==> config.mk <==
export PLATFORM = sky130hd
export DESIGN_NAME = dpram_burst_master
export DESIGN_NICKNAME = d
export VERILOG_FILES = /design/src/rtl/dpram_burst_master.sv
export SDC_FILE = /design/constraint.sdc
export NUM_CORES = 1
export LEC_CHECK = 0
export ABC_AREA = 1
export BUFFER_PORTS_ARGS = -buffer_cell sky130_fd_sc_hd__buf_2
export CORE_UTILIZATION = 51
export CTS_CLUSTER_DIAMETER = 200
export DETAILED_ROUTE_END_ITERATION = 12
export HOLD_SLACK_MARGIN = 0.05
export PLACE_DENSITY = 0.93
export SLEW_MARGIN = 20
export SYNTH_ARGS = -nofsm -noshare
export SYNTH_HDL_FRONTEND = slang
export SYNTH_SLANG_ARGS = --single-unit
==> constraint.sdc <==
create_clock -name clk -period 3 [get_ports clk]
set_input_delay 0.45 -clock clk [delete_from_list [all_inputs] [get_ports clk]]
set_output_delay 0.45 -clock clk [all_outputs]
set_load 0.02 [all_outputs]
==> src/rtl/dpram_burst_master.sv <==
// dpram_burst_master
// Turns write/read burst commands into single-beat strobes on one port of a
// true dual-port RAM. Writes stream straight through with no added latency;
// reads keep at most one access in flight so rd_data can be held under
// backpressure without a skid buffer.
module dpram_burst_master #(
  parameter int DATA_WIDTH = 8,
  parameter int ADDR_WIDTH = 8,
  parameter int LEN_WIDTH  = 4
) (
  input  logic                  clk,
  input  logic                  rst,
  // command channel
  input  logic                  cmd_valid,
  output logic                  cmd_ready,
  input  logic                  cmd_write,
  input  logic [ADDR_WIDTH-1:0] cmd_addr,
  input  logic [LEN_WIDTH-1:0]  cmd_len,
  // write beat stream
  input  logic                  wr_valid,
  output logic                  wr_ready,
  input  logic [DATA_WIDTH-1:0] wr_data,
  // read beat stream
  output logic                  rd_valid,
  input  logic                  rd_ready,
  output logic [DATA_WIDTH-1:0] rd_data,
  // status
  output logic                  busy,
  output logic                  done,
  // RAM port
  output logic                  ram_en,
  output logic                  ram_we,
  output logic [ADDR_WIDTH-1:0] ram_addr,
  output logic [DATA_WIDTH-1:0] ram_wdata,
  input  logic [DATA_WIDTH-1:0] ram_rdata
);

  localparam logic [1:0] IDLE  = 2'd0;
  localparam logic [1:0] WRITE = 2'd1;
  localparam logic [1:0] READ  = 2'd2;
  localparam logic [1:0] DONE  = 2'd3;

  logic [1:0]            state, state_nx;
  logic [ADDR_WIDTH-1:0] cur_addr;
  logic [LEN_WIDTH-1:0]  beats_left;  // beats still to issue, minus one
  logic                  dir;         // 1 = write burst
  logic                  pending;     // read strobe issued, data lands this cycle
  logic                  issued_all;  // final beat of the burst has been issued
  logic                  rd_valid_q;

  logic cmd_accept, wr_beat, rd_strobe, rd_hs, last_beat;

  // Handshakes; every externally visible strobe is killed while rst is high.
  assign cmd_ready  = (state == IDLE) && !rst;
  assign cmd_accept = cmd_valid && cmd_ready;
  assign wr_ready   = (state == WRITE) && dir && !rst;
  assign wr_beat    = wr_ready && wr_valid;
  assign rd_valid   = rd_valid_q && !rst;
  assign rd_hs      = rd_valid && rd_ready;
  assign last_beat  = (beats_left == '0);

  // A new read may go out only when nothing is in flight and the output
  // register is empty or being drained this very cycle.
  assign rd_strobe = (state == READ) && !dir && !rst && !pending &&
                     !issued_all && (!rd_valid_q || rd_ready);

  assign ram_en    = wr_beat || rd_strobe;
  assign ram_we    = wr_beat;
  assign ram_addr  = cur_addr;
  assign ram_wdata = wr_data;

  assign busy = (state != IDLE);
  assign done = (state == DONE);

  // Next-state logic: a read burst ends on the handshake of its last beat,
  // which is the only beat outstanding once issued_all is set.
  always_comb begin
    state_nx = state;
    case (state)
      IDLE:    if (cmd_accept) state_nx = cmd_write ? WRITE : READ;
      WRITE:   if (wr_beat && last_beat) state_nx = DONE;
      READ:    if (rd_hs && issued_all) state_nx = DONE;
      default: state_nx = IDLE;
    endcase
  end

  // State register.
  always_ff @(posedge clk) begin
    if (rst) state <= IDLE;
    else     state <= state_nx;
  end

  // Burst bookkeeping: latch the command, then step address and count per issued beat.
  always_ff @(posedge clk) begin
    if (rst) begin
      cur_addr   <= '0;
      beats_left <= '0;
      dir        <= 1'b0;
      issued_all <= 1'b0;
    end else if (cmd_accept) begin
      cur_addr   <= cmd_addr;
      beats_left <= cmd_len;
      dir        <= cmd_write;
      issued_all <= 1'b0;
    end else if (wr_beat || rd_strobe) begin
      cur_addr <= cur_addr + 1'b1;
      if (last_beat) issued_all <= 1'b1;
      else           beats_left <= beats_left - 1'b1;
    end
  end

  // Read return path: capture RAM data the cycle after the strobe and hold
  // it until the consumer takes it.
  always_ff @(posedge clk) begin
    if (rst) begin
      pending    <= 1'b0;
      rd_valid_q <= 1'b0;
      rd_data    <= '0;
    end else begin
      pending <= rd_strobe;
      if (pending) begin
        rd_data    <= ram_rdata;
        rd_valid_q <= 1'b1;
      end else if (rd_hs) begin
        rd_valid_q <= 1'b0;
      end
    end
  end

endmodule

# After elaboration in Yosys (flattened, before gate mapping)
# Index checks and enable logic that the tools add are counted.
# op_classes
add_sub_neg	2
mul	0
div	0
magnitude_cmp	0
n_eq_ne	7
shifts	0
n_mux	12
n_bitwise	0
n_reduce_logical	30
# ops
operator	n
$mux 8	2
$logic_and 1x1->1	14
$mux 4	3
$add 8x1->8 const B	1
$mux 2	4
$pmux 2 s3	1
$reduce_bool 2->1	3
$logic_not 1->1	5
$eq 2x2->1 const B	2
$logic_not 4->1	1
$ne 2x1->1 const B	2
$ne 2x2->1 const B	2
$reduce_and 2->1	2
$sub 4x1->4 const B	1
$reduce_and 3->1	1
$eq 2x1->1 const B	1
$logic_not 2->1	1
$logic_or 1x1->1	2
$mux 1	2
$reduce_or 2->1	1
# word_totals
regBits	26
latchBits	0
mem_bits_rw	0
romBits	0
output_inout_bits	31
wordCells	59
n_memories	0

# Longest topological paths before layout
# Gate-level depths: netlist of the first run.
# logic_depth
ltp_word	9
mapped_depth	10
mapped_depth_nobuf	10

# Worst setup path before layout of the first run
# No wires, ideal clock.
# synth_timing
path_type	register to output
start	register state[0]
end	output port cmd_ready
t_arrival_ns	1.075
slack_ns	1.475
stages_incl_launch_ff	5
cell_sequence	dfxtp_1 inv_1 ha_1 inv_1 nor2_1
# synth_via
elab_chain_cells	2
# synth_lines
item	line	rtl
start: declaration	43	logic [1:0] state, state_nx;
start signal: assignment	90	else state <= state_nx;
$logic_not 2->1	54	assign cmd_ready = (state == IDLE) && !rst;
$logic_and 1x1->1	54	
end: declaration	15	output logic cmd_ready,
# No other way between the ends.

# Final worst setup path of the first run
# layout_timing
start	register state[0]
end	output port ram_en
# layout_via
elab_chain_cells	7
word_cells_on_any_way	11
# layout_lines
item	line	rtl
$eq 2x2->1	64	assign rd_strobe = (state == READ) && !dir && !rst && !pending &&
$logic_and 1x1->1 (4 in a row)	64	
$logic_and 1x1->1	65	!issued_all && (!rd_valid_q || rd_ready);
$logic_or 1x1->1 *	67	assign ram_en = wr_beat || rd_strobe;
end: declaration	31	output logic ram_en,
# Every way passes the cells marked *; elsewhere a longest branch is shown, timed or not.

==> results of run 1 <==
==> stage by stage <==
step           instances  hold slack [ns]  utilization
2_1_floorplan        225            0.440            -
3_3_place_gp         288            0.454        0.606
3_5_place_dp         288            0.487        0.606
4_1_cts              292            0.335        0.619
5_1_grt              292            0.337        0.619
6_report             292            0.335        0.619
==> synthesized netlist by cell type, drive strengths merged <==
library cell | instances | area, sq um
ha | 7 | 87.6
and3 | 1 | 6.26
inv | 23 | 93.8
o211ai | 1 | 7.51
a31oi | 1 | 6.26
o21ai | 17 | 85.1
clkbuf | 2 | 8.75
a21oi | 13 | 65.1
nand4 | 6 | 52.6
nand3 | 20 | 125
nor2 | 40 | 165
nor3 | 2 | 10.0
nand2 | 49 | 204
or2 | 2 | 12.5
xnor2 | 1 | 8.76
dfxtp | 26 | 521
buf | 14 | 120
==> state kept, by name, summed over array words and instances (netlist names) <==
name        count
ram_addr        8
rd_valid_q      1
state           2
rd_data         8
beats_left      4
issued_all      1
pending         1
dir             1
==> logic make-up (layout without fill, tap and decap cells) <==
| group | Yosys count | in the layout | synth area share |
|---|---|---|---|
| flops | 26 | 26 | 0.330 |
| buf+inv | 39 | 75 | 0.141 |
| simple gates | 120 | 120 | 0.364 |
| fa+ha+maj | 7 | 7 | 0.0555 |
| xor+xnor | 1 | 1 | 0.00555 |
| compound gates | 32 | 32 | 0.104 |
==> cell type report <==
type,instances,share of cell area
well taps,31,0.0220
clock buffers,4,0.0206
repair buffers,48,0.136
flip-flops and latches,26,0.295
inverters,23,0.0532
multi-input cells,160,0.473
==> power by group <==
| part | switching, mW | internal (mW) |
|---|---|---|
| logic | 0.332 | 0.183 |
| clock network | 0.102 | 0.0743 |
| registers | 0.0536 | 0.406 |
==> worst reg2reg max path, stage by stage, from the launching register on <==
cell and delay (ns):
dfxtp_1 0.37, inv_1 0.09, ha_1 0.24, nand3_4 0.25, inv_2 0.28, nand2_1 0.07, o21ai_0 0.08, nand3_1 0.09
a21oi_1 0.18
==> path summary, 6_finish.rpt <==
| path | slack, ns | end | start |
|---|---|---|---|
| setup / recovery | 0.94 | ram_en | state[0] |
| hold / removal | 0.34 | rd_data[2] | ram_rdata[2] |
| setup reg to reg | 1.29 | beats_left[1] | state[0] |
| hold reg to reg | 0.50 | beats_left[0] | beats_left[0] |
==> per-layer routing <==
metal | vias to the layer above | part of all wire
li1 | 789 | -
met1 | 669 | 0.43
met2 | 66 | 0.49
met3 | 7 | 0.068
met4 | 0 | 0.012
met5 | - | 0
==> out/metrics.cfg, run 1 <==
[cells_and_area]
regArea_sq_um = 520
layout-drive-gt1-share = 0.249
finalInstanceArea_sq_um = 1770
fill_cells = 259
layout_common_cells = 48 x buf_2, 45 x nand2_1, 38 x nor2_1
final_nets = 303
multi_input_area_sq_um = 836
area_growth_pct = 11.8
final_common_cell = buf_2
insertedDiodeCount = 0

[sta]
slew_viol_final = 0
timing.final.ws_setup_ns = 0.939
fin_worst_skew_ns = 0.00381
period_needed_ns = 2.06
setup_viol = 0
slew_headroom = 0.749
hold_viol = 0
setup-tns-final_ns = 0
tightest_slew_ns = 0.377
grt_setup_unrepaired = false
max_freq_ghz = 0.485
finalCritPeriodShare = 0.687

[place]
place.port_buffers = 48
dpl_cell_area_sq_um = 1730
place_ws_ns = 1.11
dp_hpwl_mm = 2.52
place_congestion = 0.860

[grt]
use_met3 = 0.0246
grtUsageMet1 = 0.265
grt_pass1_wl_mm = 5.44
gr-total-overflow = 0
grt_max_degree = 22
busiest_layer = met2
grt_use_met2 = 0.352
grt_pass1_vias = 1321
antenna_found_initial = 0
track_usage = 0.208

[power_and_ir_drop]
power_density_nw_per_um2 = 652
max-vdd-ir-drop_uv = 399
p_leak_nw = 0.894
total_power_mw = 1.15

[clock_network]
clk_pin_slew_ns = 0.14
cts_sinks = 26
cts_tree = done
htreeDepth = 1
numCtsBuffers = 3
clk_path_buf_depth = 2
post-cts-setup-buffer-count = 0
ctsResizeCount = 0
clk_latency_ns = 0.32
root_buffer = clkbuf_4
cts_hold_buf = 0

[route]
drc = 6
viasPerCell = 5.24
drt.antenna.violating_nets = 0
routed_wirelength_mm = 3.30
num_vias = 1531
wire_per_inst_um = 11.3
drtIter0Drc = 62
drtPass1Iterations = 10

[yosys]
yosysWarnings = 0
seq_area_frac_synth = 0.330
synthesis.area_sq_um = 1580
avgSynthCellArea_sq_um = 7.02
syn_inst = 225
synth-seq-cells = 26
synth_nets = 266
post_synth_num_cell_types = 28

[run_status]
status = finished, violations left
violations = design-rule violations

[floorplanning]
fp.dieH_um = 57.6
coreArea_sq_um = 2850
die_area_sq_um = 3320
initial_core_util = 0.554
die_x_um = 57.6
rows = 19
io_pins = 65

[setup_path]
critPathRequiredTime_ns = 2.55
slowest_delay_ns = 0.37
path_depth = 7
crit_slowest_cell = dfxtp_1
worstSetupPathType = flip-flop to primary output
arrival_ns = 1.61
crit_path_start_kind = flip-flop
path_cells = inv_1, ha_1, nand2_4, nor2_4, nand2_4, nand2_2, buf_2
path_buf_inv = 2
worst_setup_path_end_kind = primary output
crit_family = simple AND/OR/NAND/NOR gates
cpMostUsedCell = nand2_4
crit_fanout = 7
reg2reg_depth = 8

[min_path]
holdPathStages = 3
hold_path.class = input port to flip-flop

[job]
cap_violations = 0

Power figures use the tool's default switching activity.
==> run 2, diff against run 1 <==
Settings changed: CORE_UTILIZATION 51 to 48, PLACE_DENSITY 0.93 to 0.89.
Clock period 3 ns to 2 ns, I/O delays scaled along.
==> out/metrics.cfg, run 2 (synthesized netlist as in run 1, its figures left out) <==
[run_status]
status = completed

[grt]
gr-total-overflow = 0
track_usage = 0.200
grt_pass1_wl_mm = 5.44
grt_pass1_vias = 1282
grt_max_degree = 22
antenna_found_initial = 0

[cells_and_area]
layout-drive-gt1-share = 0.252
multi_input_area_sq_um = 841
area_growth_pct = 14.7
regArea_sq_um = 520
final_common_cell = buf_2
layout_common_cells = 48 x buf_2, 45 x nand2_1, 38 x nor2_1
finalInstanceArea_sq_um = 1810
final_core_util = 0.588
final_nets = 304
insertedDiodeCount = 0
fill_cells = 281

[power_and_ir_drop]
p_clk_frac = 0.201
switchingPower_mw = 0.743
cell_internal_pwr_mw = 1.09
combPwrFrac = 0.424
seq_power_share = 0.375
p_sw_frac = 0.406
p_leak_nw = 0.907
total_power_mw = 1.83
power_density_nw_per_um2 = 1010
max-vdd-ir-drop_uv = 462

[sta]
grt_setup_unrepaired = false
slew_headroom = 0.762
tightest_slew_ns = 0.357
setup_viol = 0
setup-tns-final_ns = 0
max_freq_ghz = 0.535
slew_viol_final = 0
finalCritPeriodShare = 0.934
period_needed_ns = 1.87
hold_viol = 0
timing.hold.ws_ns = 0.189
fin_worst_skew_ns = 0.00799

[route]
routed_wirelength_mm = 3.32
drc = 0
wire_per_inst_um = 10.8
viasPerCell = 4.90
drtPass1Iterations = 4
num_vias = 1500
drtIter0Drc = 103
drt.antenna.violating_nets = 0

[floorplanning]
die_x_um = 59.4
initial_core_util = 0.513
rows = 20
io_pins = 65
coreArea_sq_um = 3080
fp.dieH_um = 59.4
die_area_sq_um = 3520

[clock_network]
clk_pin_slew_ns = 0.14
cts_tree = done
cts_sinks = 26
numCtsBuffers = 3
htreeDepth = 1
clk_latency_ns = 0.33
clk_path_buf_depth = 2
root_buffer = clkbuf_4
cts_hold_buf = 0

[place]
place_congestion = 0.837
place.port_buffers = 48
dp_hpwl_mm = 2.45
dpl_cell_area_sq_um = 1750

[min_path]
hold_path.class = input port to flip-flop
hp-start = ram_rdata[6]

[setup_path]
crit_fanout = 7
worst_setup_path_end_kind = primary output
worstSetupPathType = flip-flop to primary output
crit_path_start_kind = flip-flop
path_cells = inv_1, ha_1, nand2_4, nor2_4, nand2_4, nand2_4, buf_2
crit_slowest_cell = dfxtp_1
arrival_ns = 1.57
crit_family = simple AND/OR/NAND/NOR gates
r2r_start = state[0]
path_buf_inv = 2
slowest_delay_ns = 0.37
cpMostUsedCell = nand2_4
critPathLaunch = state[0]
critPathRequiredTime_ns = 1.70

[job]
cap_violations = 0

==> run 2: cell count changes in the layout (fill, tap and decap cells not counted), sizes merged <==
cell    delta
buf        +1
bufinv     +1
clkbuf     -1
==> run 2: cell type report <==
cell class                 count  area share
clock buffer                   3      0.0124
clock inverter                 1      0.0166
inverter                      23      0.0518
multi-input combinational    160       0.464
sequential                    26       0.287
tap                           44      0.0304
timing repair buffer          49       0.137
==> run 2: power by group through the flow <==
stage	clock, mW	sequential (mW)	combinational, mW
floorplan	0	0.741	0.587
global placement	0	0.697	0.748
CTS	0.375	0.687	0.770
finish	0.368	0.687	0.776
global route	0.393	0.701	0.869
detailed placement	0	0.699	0.765
==> run 2: metrics by stage <==
step	setup slack, ns	cells
2_1_floorplan	0.600	225
3_3_place_gp	0.481	302
3_5_place_dp	0.426	302
4_1_cts	0.0884	306
5_1_grt	0.0148	306
6_report	0.132	306
==> run 2: path summary, 6_finish.rpt <==
path / slack (ns) / to / depth (start not counted)
min reg2reg: 0.48 / beats_left[1] / 2
max reg2reg: 0.38 / beats_left[0] / 8
max: 0.13 / ram_en / 7
min: 0.19 / rd_data[6] / 3
==> run 2: worst reg2reg max path, delay by kind of cell, from the launching register on <==
kind	cells	cell delay (ns)
and+or+nand+nor	3	0.39
DFF	1	0.37
buffers and inverters	2	0.36
adders and majority gates	1	0.24
AOI/OAI and AO/OA	2	0.21
==> run 2: repair_timing <==
item	CTS	global route
buffers inserted	0	0
resized for setup	0	1
endpoints found under the hold margin	0	0
endpoints found under the setup margin	0	1
==> run 2: per-layer routing <==
layer	GRT usage	share of wire
met2	0.323	0.46
met5	0	0
met4	0.0816	0.023
met1	0.265	0.47
met3	0.0328	0.050
